<file path="config.mk">
export PLATFORM = sky130hd
export DESIGN_NAME = pixel_stream_feeder
export DESIGN_NICKNAME = d
export VERILOG_FILES = /design/src/rtl/face_detect_pkg.sv /design/src/rtl/feeder_fifo.sv /design/src/rtl/pixel_stream_feeder.sv
export SDC_FILE = /design/constraint.sdc
export NUM_CORES = 1
export LEC_CHECK = 0
export ABC_AREA = 1
export CORE_MARGIN = 4
export CORE_UTILIZATION = 35
export CTS_BUF_LIST = sky130_fd_sc_hd__clkbuf_8 sky130_fd_sc_hd__clkbuf_16
export CTS_CLUSTER_SIZE = 28
export DETAILED_ROUTE_END_ITERATION = 6
export SYNTH_ARGS = -nofsm -noshare
export SYNTH_HDL_FRONTEND = slang
export SYNTH_SLANG_ARGS = --single-unit
</file>
<file path="constraint.sdc">
create_clock -name clk -period 4.8 [get_ports clk]
set_clock_uncertainty 0.2 [all_clocks]
set_input_delay 0.72 -clock clk [delete_from_list [all_inputs] [get_ports clk]]
set_output_delay 0.72 -clock clk [all_outputs]
set_load 0.03 [all_outputs]
</file>
<file path="src/rtl/face_detect_pkg.sv">
// Shared types and constants for the face-detection front end.
// Luma helper is only referenced when PIXEL_GRAY_CONVERT_EN is defined.
package face_detect_pkg;

    localparam int DATA_WIDTH_12 = 12;
    localparam int DATA_WIDTH_16 = 16;

    localparam logic [7:0] LUMA_COEF_R = 8'd77;
    localparam logic [7:0] LUMA_COEF_G = 8'd150;
    localparam logic [7:0] LUMA_COEF_B = 8'd29;

    typedef enum logic [1:0] {
        IDLE   = 2'd0,
        STROBE = 2'd1,
        GAP    = 2'd2
    } feeder_state_t;

    typedef struct packed {
        logic [DATA_WIDTH_12-1:0] y;
        logic [DATA_WIDTH_12-1:0] x;
        logic [DATA_WIDTH_16-1:0] pixel;
    } feeder_entry_t;

    // RGB565 -> 8-bit luma; channels are left-justified into 8 bits before weighting.
    function automatic logic [DATA_WIDTH_16-1:0] rgb565_to_gray(input logic [DATA_WIDTH_16-1:0] p);
        logic [15:0] r16;
        logic [15:0] g16;
        logic [15:0] b16;
        logic [17:0] sum;
        r16 = {8'd0, p[15:11], 3'd0};
        g16 = {8'd0, p[10:5], 2'd0};
        b16 = {8'd0, p[4:0], 3'd0};
        sum = 18'(r16 * LUMA_COEF_R) + 18'(g16 * LUMA_COEF_G) + 18'(b16 * LUMA_COEF_B);
        return 16'(sum >> 8);
    endfunction

endpackage

</file>
<file path="src/rtl/feeder_fifo.sv">
// Synchronous FIFO of tagged pixels with full/empty/count flags.
module feeder_fifo
    import face_detect_pkg::*;
#(
    parameter int DEPTH = 8
) (
    input  logic                     clk,
    input  logic                     reset,
    input  logic                     i_push,
    input  logic                     i_pop,
    input  feeder_entry_t            i_data,
    output feeder_entry_t            o_data,
    output logic                     o_full,
    output logic                     o_empty,
    output logic [$clog2(DEPTH):0]   o_count
);

    localparam int AW = $clog2(DEPTH);

    feeder_entry_t   r_mem [DEPTH];
    logic [AW-1:0]   r_wr_ptr;
    logic [AW-1:0]   r_rd_ptr;
    logic [AW:0]     r_count;
    logic            w_push;
    logic            w_pop;

    assign o_full  = (r_count == (AW+1)'(DEPTH));
    assign o_empty = (r_count == '0);
    assign o_count = r_count;
    assign o_data  = r_mem[r_rd_ptr];

    assign w_push = i_push && !o_full;
    assign w_pop  = i_pop && !o_empty;

    always_ff @(posedge clk) begin
        if (w_push) begin
            r_mem[r_wr_ptr] <= i_data;
        end
    end

    always_ff @(posedge clk) begin
        if (!reset) begin
            r_wr_ptr <= '0;
            r_rd_ptr <= '0;
            r_count  <= '0;
        end else begin
            if (w_push) begin
                r_wr_ptr <= r_wr_ptr + AW'(1);
            end
            if (w_pop) begin
                r_rd_ptr <= r_rd_ptr + AW'(1);
            end
            case ({w_push, w_pop})
                2'b10:   r_count <= r_count + (AW+1)'(1);
                2'b01:   r_count <= r_count - (AW+1)'(1);
                default: r_count <= r_count;
            endcase
        end
    end

endmodule

</file>
<file path="src/rtl/pixel_stream_feeder.sv">
// Tags camera pixels with frame coordinates, buffers them and hands them out as clean strobes.
// Optional RGB565-to-gray conversion on the write side: define PIXEL_GRAY_CONVERT_EN.
module pixel_stream_feeder
    import face_detect_pkg::*;
#(
    parameter int FRAME_ORIGINAL_CAMERA_WIDTH  = 10,
    parameter int FRAME_ORIGINAL_CAMERA_HEIGHT = 10,
    parameter int FIFO_DEPTH                   = 8
) (
    input  logic                     clk,
    input  logic                     reset,
    input  logic [DATA_WIDTH_16-1:0] i_pixel,
    input  logic                     i_valid,
    input  logic                     i_sof,
    input  logic                     pixel_request,
    output logic                     o_ready,
    output logic [DATA_WIDTH_16-1:0] o_pixel,
    output logic [DATA_WIDTH_12-1:0] o_ori_x,
    output logic [DATA_WIDTH_12-1:0] o_ori_y,
    output logic                     o_enable_recieve_pixel,
    output logic                     o_frame_done,
    output logic                     o_overflow
);

    localparam int CW = $clog2(FIFO_DEPTH);
    localparam logic [DATA_WIDTH_12-1:0] LAST_X = DATA_WIDTH_12'(FRAME_ORIGINAL_CAMERA_WIDTH - 1);
    localparam logic [DATA_WIDTH_12-1:0] LAST_Y = DATA_WIDTH_12'(FRAME_ORIGINAL_CAMERA_HEIGHT - 1);

    logic [DATA_WIDTH_12-1:0] r_x;
    logic [DATA_WIDTH_12-1:0] r_y;
    logic                     r_out_en;
    logic                     r_overflow;
    feeder_state_t            r_state;
    logic [DATA_WIDTH_16-1:0] r_pixel;
    logic [DATA_WIDTH_12-1:0] r_ori_x;
    logic [DATA_WIDTH_12-1:0] r_ori_y;
    logic                     r_strobe;
    logic                     r_frame_done;

    logic [DATA_WIDTH_12-1:0] w_tag_x;
    logic [DATA_WIDTH_12-1:0] w_tag_y;
    logic [DATA_WIDTH_12-1:0] w_next_x;
    logic [DATA_WIDTH_12-1:0] w_next_y;
    logic [DATA_WIDTH_16-1:0] w_pixel;
    feeder_entry_t            w_wr_entry;
    feeder_entry_t            w_rd_entry;
    logic                     w_full;
    logic                     w_empty;
    logic [CW:0]              w_count;
    logic                     w_push;
    logic                     w_pop;

`ifdef PIXEL_GRAY_CONVERT_EN
    assign w_pixel = rgb565_to_gray(i_pixel);
`else
    assign w_pixel = i_pixel;
`endif

    assign w_tag_x    = i_sof ? '0 : r_x;
    assign w_tag_y    = i_sof ? '0 : r_y;
    assign w_wr_entry = '{y: w_tag_y, x: w_tag_x, pixel: w_pixel};

    // Full is judged on the pre-pop occupancy, so a same-cycle pop never rescues a full push.
    assign w_push = i_valid && !w_full;
    assign w_pop  = (r_state == IDLE) && !w_empty && pixel_request;

    always_comb begin
        w_next_x = w_tag_x + DATA_WIDTH_12'(1);
        w_next_y = w_tag_y;
        if (w_tag_x == LAST_X) begin
            w_next_x = '0;
            w_next_y = (w_tag_y == LAST_Y) ? '0 : w_tag_y + DATA_WIDTH_12'(1);
        end
    end

    feeder_fifo #(
        .DEPTH (FIFO_DEPTH)
    ) u_fifo (
        .clk     (clk),
        .reset   (reset),
        .i_push  (w_push),
        .i_pop   (w_pop),
        .i_data  (w_wr_entry),
        .o_data  (w_rd_entry),
        .o_full  (w_full),
        .o_empty (w_empty),
        .o_count (w_count)
    );

    // Dropped pixels still consume a coordinate so later pixels keep their true position.
    always_ff @(posedge clk) begin
        if (!reset) begin
            r_x        <= '0;
            r_y        <= '0;
            r_overflow <= 1'b0;
            r_out_en   <= 1'b0;
        end else begin
            r_out_en <= 1'b1;
            if (i_valid) begin
                r_x <= w_next_x;
                r_y <= w_next_y;
            end
            if (i_valid && w_full) begin
                r_overflow <= 1'b1;
            end
        end
    end

    always_ff @(posedge clk) begin
        if (!reset) begin
            r_state      <= IDLE;
            r_pixel      <= '0;
            r_ori_x      <= '0;
            r_ori_y      <= '0;
            r_strobe     <= 1'b0;
            r_frame_done <= 1'b0;
        end else begin
            case (r_state)
                IDLE: begin
                    r_frame_done <= 1'b0;
                    if (w_pop) begin
                        r_pixel  <= w_rd_entry.pixel;
                        r_ori_x  <= w_rd_entry.x;
                        r_ori_y  <= w_rd_entry.y;
                        r_strobe <= 1'b1;
                        r_state  <= STROBE;
                    end
                end
                STROBE: begin
                    r_strobe     <= 1'b0;
                    r_frame_done <= (r_ori_x == LAST_X) && (r_ori_y == LAST_Y);
                    r_state      <= GAP;
                end
                GAP: begin
                    r_frame_done <= 1'b0;
                    r_state      <= IDLE;
                end
                default: begin
                    r_strobe     <= 1'b0;
                    r_frame_done <= 1'b0;
                    r_state      <= IDLE;
                end
            endcase
        end
    end

    assign o_ready                = r_out_en && (w_count < (CW+1)'(FIFO_DEPTH));
    assign o_pixel                = r_pixel;
    assign o_ori_x                = r_ori_x;
    assign o_ori_y                = r_ori_y;
    assign o_enable_recieve_pixel = r_strobe;
    assign o_frame_done           = r_frame_done;
    assign o_overflow             = r_overflow;

endmodule
</file>
==> flow_summary.yaml <==
clocking:
  cts_max_path_buffers: 3
  cts_setup_buffers: 0
  cts-htree-levels: 2
  cts_tree: "yes"
  clockRootBuffer: "clkbuf_16"
  clk_latency_ns: 0.54
  clkTransAtPathRegs_ns: 0.06
  cts_resized: 0
  clock-sinks: 400
  cts_hold_buf: 0
  numCtsBuffers: 42
layout:
  final_nets: 1460
  area_delta_synth_final_pct: 16.04
  drive_gt1_frac: 0.08407
  diodes: 0
placement:
  dpl_worst_slack_ns: 0.9804
  io_buffers: 64
  dp_hpwl_mm: 22.27
  gp_congestion: 0.8020
synth:
  synth_top_area_frac: 0.5994
  yosys_warnings: 0
  synth_cell_types: 35
  ys_ff_latch: 400
  ys_seq_area_frac: 0.6993
  syn_area_per_cell_um2: 11.57
  synth_area_leader_cell: "edfxtp_1"
  synth_area_um2: 16030
  synthTopCellsByArea: "edfxtp_1 (60%), dfxtp_1 (10%), o21ai_0 (6.9%)"
  syn_nets: 1416
  synth_cells: 1386
drt:
  routed_via_density: 5.173
  vias: 10670
  drt_iter0_drc: 964
  dr.pass1.iters: 5
  wl_per_cell_um: 18.86
  postRouteAntennaNets: 0
  drcViolationCount: 0
  wirelength_mm: 38.90
setup_path:
  cp-start-kind: "input port"
  crit_path_end_kind: "flip-flop"
  cp_max_fo: 24
  r2r_setup_slack_ns: 1.59
  r2r-end: "o_ori_x[10]"
  timing.rr.start: "u_fifo.r_rd_ptr[0]"
  critPathKind: "in -> reg"
  reg2reg_depth: 6
  arrival_ns: 3.48
  worst_ep_required_time_ns: 5.00
global_routing:
  grt_start_max_net_pins: 118
  grt_pass1_vias: 10300
  gr-total-overflow: 0
  grt_pass1_wl_mm: 60.45
  globalRouteTotalUtil: 0.1532
  antenna_found_initial: 0
hold_path:
  hp-start: "r_x[1]"
  hp-class: "reg -> reg"
  min_to: "r_x[1]"
  holdPathStages: 2
sta:
  fmax_mhz: 304.3
  finalSetupViolations: 0
  drv_slew: 0
  fin_ws_ns: 1.514
  finalSetupTns_ns: 0
  rsz0062_at_grt: "false"
  layout_min_cycle_time_ns: 3.286
  slew_headroom: 0.2063
  tightest_slew_ns: 1.191
  hold_violations: 0
  finalCritPeriodShare: 0.6846
die:
  rows: 78
  dieArea_um2: 49290
  ios: 65
  die_x_um: 222.0
  die_y_um: 222.0
  floorplan.initialDensity: 0.3540
  core_region_area_um2: 45280
power:
  ir_worst_vdd_mv: 0.2927
  cellPowerDensity_nw_per_um2: 518.8
  p_leak_nw: 6.361
  p_total_mw: 9.651
outcome:
  status: "finished, final reports clean"
flow_run:
  maxCapViolCount: 0
-- metal layers --
layer	share of wire	vias up	global-route usage	wire, um
met2	0.46	317	0.2468	17950
li1	-	5105	-	-
met1	0.46	5196	0.2184	17950
met4	0.017	0	0.03701	675
met5	0	-	0	0
met3	0.060	53	0.02555	2323
-- where the power goes --
group / switching [mW] / internal (mW)
sequential: 0.224 / 3.99
combinational: 1.52 / 0.708
clock: 1.33 / 1.88
total: 3.07 / 6.58
-- stage by stage --
stage	hold WS, ns	area [um^2]	util	cells
global route	0.2950	18600	0.4108	2063
floorplan	0.2134	16030	-	1386
global placement	0.2595	17230	0.3805	1986
detailed placement	0.2567	17230	0.3805	1986
finish	0.2646	18600	0.4108	2063
CTS	0.2658	18600	0.4108	2063
-- cell usage after synthesis --
master and count:
a21oi_1 71, a21oi_2 1, buf_1 1, buf_12 2, buf_2 3, buf_4 9, buf_6 4, clkbuf_1 65
dfxtp_1 80, edfxtp_1 320, ha_1 9, inv_1 61, inv_2 2, inv_4 1, inv_8 1, nand2_1 117
nand2_2 4, nand2_4 2, nand3_1 56, nand3_2 1, nand4_1 7, nor2_1 212, nor2_2 7, nor2_4 4
nor3_1 1, nor4_1 6, o21a_1 1, o21ai_0 220, o21ai_1 30, o21ai_2 1, o21bai_1 1, o221ai_1 40
o22ai_1 41, xnor2_1 2, xor2_1 3
-- how the worst max path moves through the flow --
stage	from	endpoint	slack, ns	depth (start not counted)
4_1_cts	i_sof	r_y[4]	1.54	12
6_report	i_sof	r_y[4]	1.51	12
5_1_grt	i_sof	r_y[4]	1.30	12
3_3_place_gp	i_sof	r_y[10]	1.14	12
3_5_place_dp	i_sof	r_y[11]	0.98	12
2_1_floorplan	i_valid	u_fifo.r_mem[0][0]	1.11	5
-- state kept, by name, summed over array words and instances (netlist names), 4 cells and up --
register and cells:
r_x 12, o_ori_y 12, o_pixel 16, o_ori_x 12, u_fifo.r_mem 320, r_y 12
u_fifo.o_count 4
-- final cells by class --
class | count | area [um^2]
fillers | 4255 | 26680
inverters | 65 | 254.0
repair buffers | 84 | 798.3
multi-input cells | 837 | 4210
clock inverters | 32 | 267.8
clock buffers | 45 | 1104
well taps | 600 | 750.7
flip-flops and latches | 400 | 11220
-- placed cells by master (no fill, tap or decap), drive strengths merged, types with 3 or more instances in the layout --
master           n
clkdlybuf4s50   63
inv             73
nand3           57
o21ai          251
dfxtp           80
clkbuf          45
ha               9
xor2             3
edfxtp         320
nand2          123
bufinv           4
nor2           223
buf             21
nand4            7
nor4             6
o221ai          40
clkinv          18
o22ai           41
a21oi           72
-- cells by family after synthesis --
family                     share of synthesized area
DFF                                           0.6993
buffers and inverters                        0.04176
adders and majority gates                   0.007025
and+or+nand+nor                               0.1090
AOI/OAI and AO/OA                             0.1401
xor gates and xnor gates                    0.002732
-- worst max-delay path, stage by stage --
cell and delay, ns:
clkdlybuf4s50_1 0.65, inv_8 0.28, nand2_1 0.14, inv_1 0.31
ha_1 0.24, inv_1 0.06, nor2_1 0.22, nand3_1 0.26
nand2_1 0.23, nand2_2 0.17, nand3_1 0.13, a21oi_1 0.06
(Power assumes the default switching activity.)
